## config.mk

```make
export PLATFORM = sky130hd
export DESIGN_NAME = cam_frame_capture_ctrl_flat
export DESIGN_NICKNAME = d
export VERILOG_FILES = /design/src/rtl/cam_frame_capture_ctrl_if.sv /design/src/rtl/cam_frame_capture_ctrl.sv /design/src/flat_wrapper.sv
export SDC_FILE = /design/constraint.sdc
export NUM_CORES = 1
export LEC_CHECK = 0
export ABC_AREA = 1
export BUFFER_PORTS_ARGS = -buffer_cell sky130_fd_sc_hd__buf_2
export CORE_MARGIN = 4
export CORE_UTILIZATION = 59
export DETAILED_ROUTE_END_ITERATION = 8
export PLACE_DENSITY_LB_ADDON = 0.25
export SYNTH_ARGS = -nofsm -noshare
export SYNTH_HDL_FRONTEND = slang
export SYNTH_SLANG_ARGS = --single-unit
```

## constraint.sdc

```tcl
create_clock -name p_clk -period 2.71 [get_ports p_clk]
set_clock_uncertainty 0.15 [all_clocks]
set_input_delay 0.1355 -clock p_clk [delete_from_list [all_inputs] [get_ports p_clk]]
set_output_delay 0.1355 -clock p_clk [all_outputs]
set_load 0.1 [all_outputs]
```

## src/rtl/cam_frame_capture_ctrl_if.sv

```systemverilog
// Camera byte bus plus pixel-FIFO write port of the frame-capture sequencer.
// slave is the sequencer's view; master is the camera/FIFO environment's view.
interface cam_frame_capture_ctrl_if #(
   parameter int unsigned PixelBitWidth = 16
);
   logic                     i_cfg_done;
   logic                     i_frame_req;
   logic                     i_vsync;
   logic                     i_href;
   logic [7:0]               i_data;
   logic                     i_fifo_full;
   logic                     o_fifo_wr;
   logic [PixelBitWidth-1:0] o_fifo_data;
   logic                     o_busy;
   logic                     o_frame_done;
   logic                     o_overflow;

   modport master (
      output i_cfg_done, i_frame_req, i_vsync, i_href, i_data, i_fifo_full,
      input  o_fifo_wr, o_fifo_data, o_busy, o_frame_done, o_overflow
   );

   modport slave (
      input  i_cfg_done, i_frame_req, i_vsync, i_href, i_data, i_fifo_full,
      output o_fifo_wr, o_fifo_data, o_busy, o_frame_done, o_overflow
   );
endinterface

```

## src/rtl/cam_frame_capture_ctrl.sv

```systemverilog
// Camera frame-capture sequencer: pairs VSYNC/HREF-framed bytes into 16-bit pixels and writes a
// centred crop to the pixel FIFO. Define CAPTURE_TEST_PATTERN_EN to emit {y_win, x_win} instead.
module cam_frame_capture_ctrl #(
   parameter int unsigned FrameWidth        = 640,
   parameter int unsigned FrameHeight       = 480,
   parameter int unsigned ActiveFrameWidth  = 512,
   parameter int unsigned ActiveFrameHeight = 384,
   parameter int unsigned PixelBitWidth     = 16
) (
   input logic                     p_clk,
   input logic                     RST,
   cam_frame_capture_ctrl_if.slave bus
);

   localparam int unsigned XW = $clog2(FrameWidth + 1);
   localparam int unsigned YW = $clog2(FrameHeight + 1);
   localparam int unsigned XOff = (FrameWidth - ActiveFrameWidth) / 2;
   localparam int unsigned YOff = (FrameHeight - ActiveFrameHeight) / 2;
   localparam logic [XW-1:0] XLo  = XW'(XOff);
   localparam logic [XW-1:0] XHi  = XW'(XOff + ActiveFrameWidth);
   localparam logic [XW-1:0] XMax = XW'(FrameWidth);
   localparam logic [YW-1:0] YLo  = YW'(YOff);
   localparam logic [YW-1:0] YHi  = YW'(YOff + ActiveFrameHeight);
   localparam logic [YW-1:0] YMax = YW'(FrameHeight);

   typedef enum logic [2:0] {StIdle, StArm, StSync, StCapture, StDone} state_e;

   state_e                   state_q, state_d;
   logic                     phase_q, phase_d;
   logic                     href_q;
   logic [7:0]               msb_q, msb_d;
   logic [XW-1:0]            x_q, x_d;
   logic [YW-1:0]            y_q, y_d;
   logic                     wr_q, wr_d;
   logic [PixelBitWidth-1:0] data_q, data_d;
   logic                     ovf_q, ovf_d;
   logic                     in_win;
   logic [15:0]              pix;

   assign in_win = (x_q >= XLo) && (x_q < XHi) && (y_q >= YLo) && (y_q < YHi);

`ifdef CAPTURE_TEST_PATTERN_EN
   logic [XW-1:0] x_win;
   logic [YW-1:0] y_win;
   logic          unused_msb;
   assign x_win      = x_q - XLo;
   assign y_win      = y_q - YLo;
   assign pix        = {8'(y_win), 8'(x_win)};
   assign unused_msb = ^msb_q;
`else
   assign pix = {msb_q, bus.i_data};
`endif

   always_comb begin
      state_d = state_q;
      phase_d = phase_q;
      msb_d   = msb_q;
      x_d     = x_q;
      y_d     = y_q;
      wr_d    = 1'b0;
      data_d  = data_q;
      ovf_d   = ovf_q;
      unique case (state_q)
         StIdle: begin
            if (bus.i_frame_req && bus.i_cfg_done) begin
               state_d = StArm;
               ovf_d   = 1'b0;
            end
         end
         StArm: begin
            if (bus.i_vsync) state_d = StSync;
         end
         StSync: begin
            if (!bus.i_vsync) begin
               state_d = StCapture;
               x_d     = '0;
               y_d     = '0;
               phase_d = 1'b0;
            end
         end
         StCapture: begin
            if (bus.i_vsync || (y_q == YMax)) state_d = StDone;
            if (bus.i_href) begin
               phase_d = ~phase_q;
               if (!phase_q) begin
                  msb_d = bus.i_data;
               end else if (x_q != XMax) begin
                  // Pixels beyond the sensor width are ignored so x never wraps.
                  x_d = x_q + 1'b1;
                  if (in_win) begin
                     if (bus.i_fifo_full) begin
                        ovf_d = 1'b1;
                     end else begin
                        wr_d   = 1'b1;
                        data_d = PixelBitWidth'(pix);
                     end
                  end
               end
            end else if (href_q && (y_q != YMax)) begin
               // End of line: any dangling odd byte is dropped by resetting the phase.
               y_d     = y_q + 1'b1;
               x_d     = '0;
               phase_d = 1'b0;
            end
         end
         StDone: state_d = StIdle;
         default: state_d = StIdle;
      endcase
   end

   always_ff @(posedge p_clk) begin
      if (!RST) begin
         state_q <= StIdle;
         phase_q <= 1'b0;
         href_q  <= 1'b0;
         msb_q   <= '0;
         x_q     <= '0;
         y_q     <= '0;
         wr_q    <= 1'b0;
         data_q  <= '0;
         ovf_q   <= 1'b0;
      end else begin
         state_q <= state_d;
         phase_q <= phase_d;
         href_q  <= bus.i_href;
         msb_q   <= msb_d;
         x_q     <= x_d;
         y_q     <= y_d;
         wr_q    <= wr_d;
         data_q  <= data_d;
         ovf_q   <= ovf_d;
      end
   end

   assign bus.o_fifo_wr    = wr_q;
   assign bus.o_fifo_data  = data_q;
   assign bus.o_busy       = (state_q != StIdle);
   assign bus.o_frame_done = (state_q == StDone);
   assign bus.o_overflow   = ovf_q;

endmodule

```

## src/flat_wrapper.sv

```systemverilog
// flat-port wrapper written by rule: the top's interface ports become plain ports
module cam_frame_capture_ctrl_flat 
#(
   parameter int unsigned FrameWidth        = 640,
   parameter int unsigned FrameHeight       = 480,
   parameter int unsigned ActiveFrameWidth  = 512,
   parameter int unsigned ActiveFrameHeight = 384,
   parameter int unsigned PixelBitWidth     = 16
)
  (p_clk, RST, bus_i_cfg_done, bus_i_frame_req, bus_i_vsync, bus_i_href, bus_i_data, bus_i_fifo_full, bus_o_fifo_wr, bus_o_fifo_data, bus_o_busy, bus_o_frame_done, bus_o_overflow);
  cam_frame_capture_ctrl_if #(.PixelBitWidth(PixelBitWidth)) bus_i ();
  input logic p_clk;
  input logic RST;
  input wire logic [$bits(bus_i.i_cfg_done)-1:0] bus_i_cfg_done;
  input wire logic [$bits(bus_i.i_frame_req)-1:0] bus_i_frame_req;
  input wire logic [$bits(bus_i.i_vsync)-1:0] bus_i_vsync;
  input wire logic [$bits(bus_i.i_href)-1:0] bus_i_href;
  input wire logic [$bits(bus_i.i_data)-1:0] bus_i_data;
  input wire logic [$bits(bus_i.i_fifo_full)-1:0] bus_i_fifo_full;
  output wire logic [$bits(bus_i.o_fifo_wr)-1:0] bus_o_fifo_wr;
  output wire logic [$bits(bus_i.o_fifo_data)-1:0] bus_o_fifo_data;
  output wire logic [$bits(bus_i.o_busy)-1:0] bus_o_busy;
  output wire logic [$bits(bus_i.o_frame_done)-1:0] bus_o_frame_done;
  output wire logic [$bits(bus_i.o_overflow)-1:0] bus_o_overflow;
  assign bus_i.i_cfg_done = bus_i_cfg_done;
  assign bus_i.i_frame_req = bus_i_frame_req;
  assign bus_i.i_vsync = bus_i_vsync;
  assign bus_i.i_href = bus_i_href;
  assign bus_i.i_data = bus_i_data;
  assign bus_i.i_fifo_full = bus_i_fifo_full;
  assign bus_o_fifo_wr = bus_i.o_fifo_wr;
  assign bus_o_fifo_data = bus_i.o_fifo_data;
  assign bus_o_busy = bus_i.o_busy;
  assign bus_o_frame_done = bus_i.o_frame_done;
  assign bus_o_overflow = bus_i.o_overflow;
  cam_frame_capture_ctrl #(.FrameWidth(FrameWidth), .FrameHeight(FrameHeight), .ActiveFrameWidth(ActiveFrameWidth), .ActiveFrameHeight(ActiveFrameHeight), .PixelBitWidth(PixelBitWidth)) u_core (.p_clk(p_clk), .RST(RST), .bus(bus_i));
endmodule
```

; ---- After elaboration in Yosys (flattened, before gate mapping)
; Cells that the tools add are included.
[word_totals]
register_bits = 50
output_inout_bits = 20
[classes]
n_addsub = 2
magnitude_cmp = 4
n_eq_ne = 21
n_mux = 27
n_bitwise = 2
n_reduce_logical = 18
[op_table]
columns = op, count
row1 = two-way mux 10 bit, 5
row2 = two-way mux 9 bit, 3
row3 = case mux 10 bit (2 select lines), 1
row4 = case mux 9 bit (2 select lines), 1
row5 = two-way mux 3 bit, 4
row6 = != test 2 x 1 -> 1 bit (second input constant), 6
row7 = case mux 3 bit (4 select lines), 1
row8 = AND reduction 6 bit, 2
row9 = adder 10 x 1 -> 10 bit (second input constant), 1
row10 = >= comparator 10 x 7 -> 1 bit (second input constant), 1
row11 = < comparator 10 bit (second input constant), 1
row12 = two-way mux 1 bit, 10
row13 = != test 10 bit (second input constant), 1
row14 = != test 2 bit (second input constant), 5
row15 = adder 9 x 1 -> 9 bit (second input constant), 1
row16 = == test 9 bit (second input constant), 1
row17 = >= comparator 9 x 6 -> 1 bit (second input constant), 1
row18 = < comparator 9 bit (second input constant), 1
row19 = != test 3 x 2 -> 1 bit (second input constant), 3
row20 = != test 9 bit (second input constant), 1
row21 = AND reduction 4 bit, 2
row22 = AND reduction 7 bit, 1
row23 = == test 3 x 2 -> 1 bit (second input constant), 2
row24 = AND reduction 3 bit, 2
row25 = 10 further kinds, 17

; ---- Logic depth before layout (Yosys ltp)
[logic_depth]
word_depth = 9
depth_mapped = 12
ltp_nobuf = 12

; ---- Worst setup path before layout
; OpenSTA, ideal clock, no wires.
[synth_timing]
path_kind = reg2out
start = register u_core.state_q[1]
end = output port bus_o_frame_done
t_arrival_ns = 2.444
path_slack_ns = -0.020
stages_incl_launch_ff = 2
path_cell_list = dfxtp_1 nor3_1
[synth_between]
elab_chain_len = 1
[synth_lines]
columns = element, line_no
row1 = from (decl), cam_frame_capture_ctrl.sv:28  ; state_e state_q, state_d;
row2 = from (signal assigned), cam_frame_capture_ctrl.sv:113  ; state_q <= StIdle;
row3 = from (signal assigned), cam_frame_capture_ctrl.sv:123  ; state_q <= state_d;
row4 = == test 3 bit, cam_frame_capture_ctrl.sv:138  ; assign bus.o_frame_done = (state_q == StDone);
row5 = to (decl), flat_wrapper.sv:23  ; output wire logic [$bits(bus_i.o_frame_done)-1:0] bus_o_frame_done;
; Every way passes these cells.

; ---- Worst setup path in the final report
[layout_timing]
start = register u_core.state_q[1]
end = register u_core.x_q[8]
[layout_between]
elab_chain_len = 3
[layout_lines]
columns = element, line_no
row1 = == test 3 x 2 -> 1 bit, cam_frame_capture_ctrl.sv:63  ; unique case (state_q)
row2 = != test 3 x 2 -> 1 bit (no source line) (tied with other cells), -
row3 = AND reduction 5 bit (no source line), -
row4 = to (signal assigned), cam_frame_capture_ctrl.sv:117  ; x_q <= '0;
row5 = to (signal assigned), cam_frame_capture_ctrl.sv:127  ; x_q <= x_d;
row6 = to (decl), cam_frame_capture_ctrl.sv:32  ; logic [XW-1:0] x_q, x_d;
; Parallel ways exist; a longest one is shown, timed or not.
; A chain may end at the register's enable or synchronous reset.

==> out/metrics.csv <==
stage,metric,value,unit
outcome,status,finished clean,
grt,grt.overflow.total,0,
clocking,cts_tree,yes,
floorplanning,fp-row-count,23,
worst_setup_path,crit_type,register to register,
placement,dp.cells,441,
synth,yosysWarnings,0,
worst_setup_path,cp-start-kind,register,
worst_setup_path,required,2.78,ns
drt,vias,2469,
sta,min_period,2.304,ns
synth,synth_area,0.002464,mm²
grt,grt_pass1_vias,2307,
power,pwr-share-seq,0.529,
synth,ys_top_cells_by_area,"dfxtp_1 (41%), nand2_1 (14%), nor2_1 (8.7%)",
drt,drc,0,
worst_setup_path,cp_max_fo,16,
clocking,h-tree-depth,2,
synth,synth_flop_cell,dfxtp_1,
finish,antennaDiodeCount,0,
finish,fill_cells,352,
floorplanning,io_pins,35,
synth,synth_top_area_share,0.4063,
placement,port_buffers,34,
sta,slew_headroom,0.5539,
drt,wire_per_inst,12.52,µm
sta,finalHoldViolCount,0,
drt,top_layer_used,met4,
finish,nNetsFinal,426,
job,maxCapViolations,0,
drt,viasPerCell,5.391,
drt,dr.first_iter.drc_count,202,
floorplanning,die_area,0.005274,mm²
synth,syn_area_per_cell,6.695,µm²
floorplanning,die_y,72.62,µm
power,p_leak,1.209,nW
clocking,clk_pin_slew,0.09,ns
worst_setup_path,critPathArrivalTime,2.38,ns
power,combPwrFrac,0.109,
clocking,post_cts_buffers,0,
sta,setup_viol,0,
power,switching_share,0.2582,
worst_setup_path,end_kind,register,
grt,grt_usage,0.2359,
finish,instances_no_fill,458,
clocking,cts_made_buffers,5,
finish,drive_above_1_share,0.1299,
sta,tns,0,ns
synth,synth_cell_types,25,
sta,rsz0062_at_grt,no,
power,powerDensity,506.7,mW/mm²
floorplanning,die_w,72.62,µm
clocking,ctsLongestPathBuffers,2,
finish,layout_commonest_cell,nand2_1,
sta,whs,0.06264,ns
clocking,cts-root-buf,clkbuf_8,
sta,fmax,0.4340,GHz
drt,ant_nets,0,
power,switchingPower,0.3722,mW
power,internal-power,1.069,mW
drt,routed_wl,5734,µm
synth,yosys_register_bits,50,
sta,slew_viol_final,0,
placement,place_congestion,0.9092,
synth,seq_area_frac_synth,0.4063,
synth,synthArstFlopShare,0,
power,peakVddDrop,0.0003684,V
synth,yosysTopAreaCell,dfxtp_1,
grt,grt_max_degree,19,
drt,drt-pass1-iter-count,5,
hold_path,holdCritPathClass,input pin to register,
clocking,clock-sinks,50,
sta,worstMarginPinSlew,0.6685,ns
clocking,clk_latency,0.30,ns
sta,period_share,0.8503,
grt,grt_pass1_wl,10040,µm
synth,synth_nets,387,
finish,area_growth,15.49,%
placement,dp_hpwl,3863,µm
drt,dr_wl_met3,407,µm
finish,layout_common_cells,"nand2_1 (94), nor2_1 (57), dfxtp_1 (50)",
floorplanning,coreArea,0.004029,mm²
synth,synthesis.instances,368,
floorplanning,start_util,0.6115,
drt,dr_wl_met2,2671,µm
synth,synth-edff-count,0,
power,clkPwrFrac,0.362,
grt,antenna_found_initial,0,
drt,met1Wirelength,2499,µm
==> sequential cells by signal (all words and copies together) (netlist names) <==
name / cells
u_core.y_q: 9
u_core.href_q: 1
u_core.x_q: 10
u_core.phase_q: 1
u_core.bus.o_fifo_data: 16
u_core.bus.o_overflow: 1
u_core.bus.o_fifo_wr: 1
u_core.state_q: 3
u_core.msb_q: 8
==> per-stage QoR <==
stage | total power [mW] | instance area, µm² | setup WS [ns] | utilization
after floorplan | 0.8854 | 2469 | 0.8474 | -
after global placement | 0.9223 | 2645 | 0.4809 | 0.6565
after detailed placement | 0.9235 | 2645 | 0.4700 | 0.6565
after CTS | 1.447 | 2845 | 0.4122 | 0.7062
after global routing | 1.497 | 2845 | 0.2262 | 0.7062
final | 1.442 | 2845 | 0.4056 | 0.7062
==> cells by family (layout without fill, tap and decap cells) <==
logic type	Yosys count	in the layout	synth area share
compound gates	53	53	0.1077
xor+xnor	7	7	0.02489
fa+ha+maj	4	4	0.02032
buf+inv	50	90	0.08533
flops	50	50	0.4063
simple gates	204	204	0.3555
==> final timing paths <==
kind / start / endpoint / slack (ns) / cells past startpoint
min reg2reg: u_core.bus.o_fifo_data[13] / u_core.bus.o_fifo_data[13] / 0.31 / 2
max reg2reg: u_core.state_q[1] / u_core.x_q[8] / 0.41 / 7
max: u_core.state_q[1] / u_core.x_q[8] / 0.41 / 7
min: RST / u_core.x_q[0] / 0.06 / 3
==> cell usage after synthesis, types with 4 or more instances <==
library cell,instances
nand2_1,94
nor2_1,57
dfxtp_1,50
nand3_1,36
inv_1,35
a21oi_1,34
o21ai_0,19
clkbuf_1,7
xor2_1,6
ha_1,4
nand4_1,4
nor3_1,4
==> power groups by stage <==
stage	registers, mW	clock network (mW)	logic [mW]
finish	0.762	0.522	0.157
global route	0.765	0.557	0.175
CTS	0.762	0.530	0.154
detailed placement	0.779	0	0.144
global placement	0.779	0	0.143
floorplan	0.776	0	0.109
==> worst max-delay path: stages (launching register included) <==
cell,delay [ns]
dfxtp_1,0.40
nand3_4,0.25
nor2_4,0.10
nand2_1,0.29
nand2_1,0.23
nor2_2,0.51
nand2_1,0.13
a21oi_1,0.18
==> per-layer routing <==
metal	vias up	global-route usage
li1	1246	-
met1	1112	0.3002
met2	93	0.3848
met3	18	0.04545
met4	0	0.1107
met5	-	0
==> repair_timing <==
| item | in CTS | in global routing |
|---|---|---|
| gates resized for setup | 0 | 0 |
| hold buffers | 9 | 0 |
| hold endpoints to repair | 17 | 0 |
==> area by class of cell <==
class | count | area (µm²) | share of cell area
clock buffer | 6 | 72.57 | 0.02551
clock inverter | 2 | 37.54 | 0.01319
tap | 50 | 62.56 | 0.02199
sequential | 50 | 1001 | 0.3518
timing repair buffer | 45 | 275.3 | 0.09675
inverter | 37 | 138.9 | 0.04881
multi-input combinational | 268 | 1257 | 0.4420
Power figures use the tool's default switching activity.
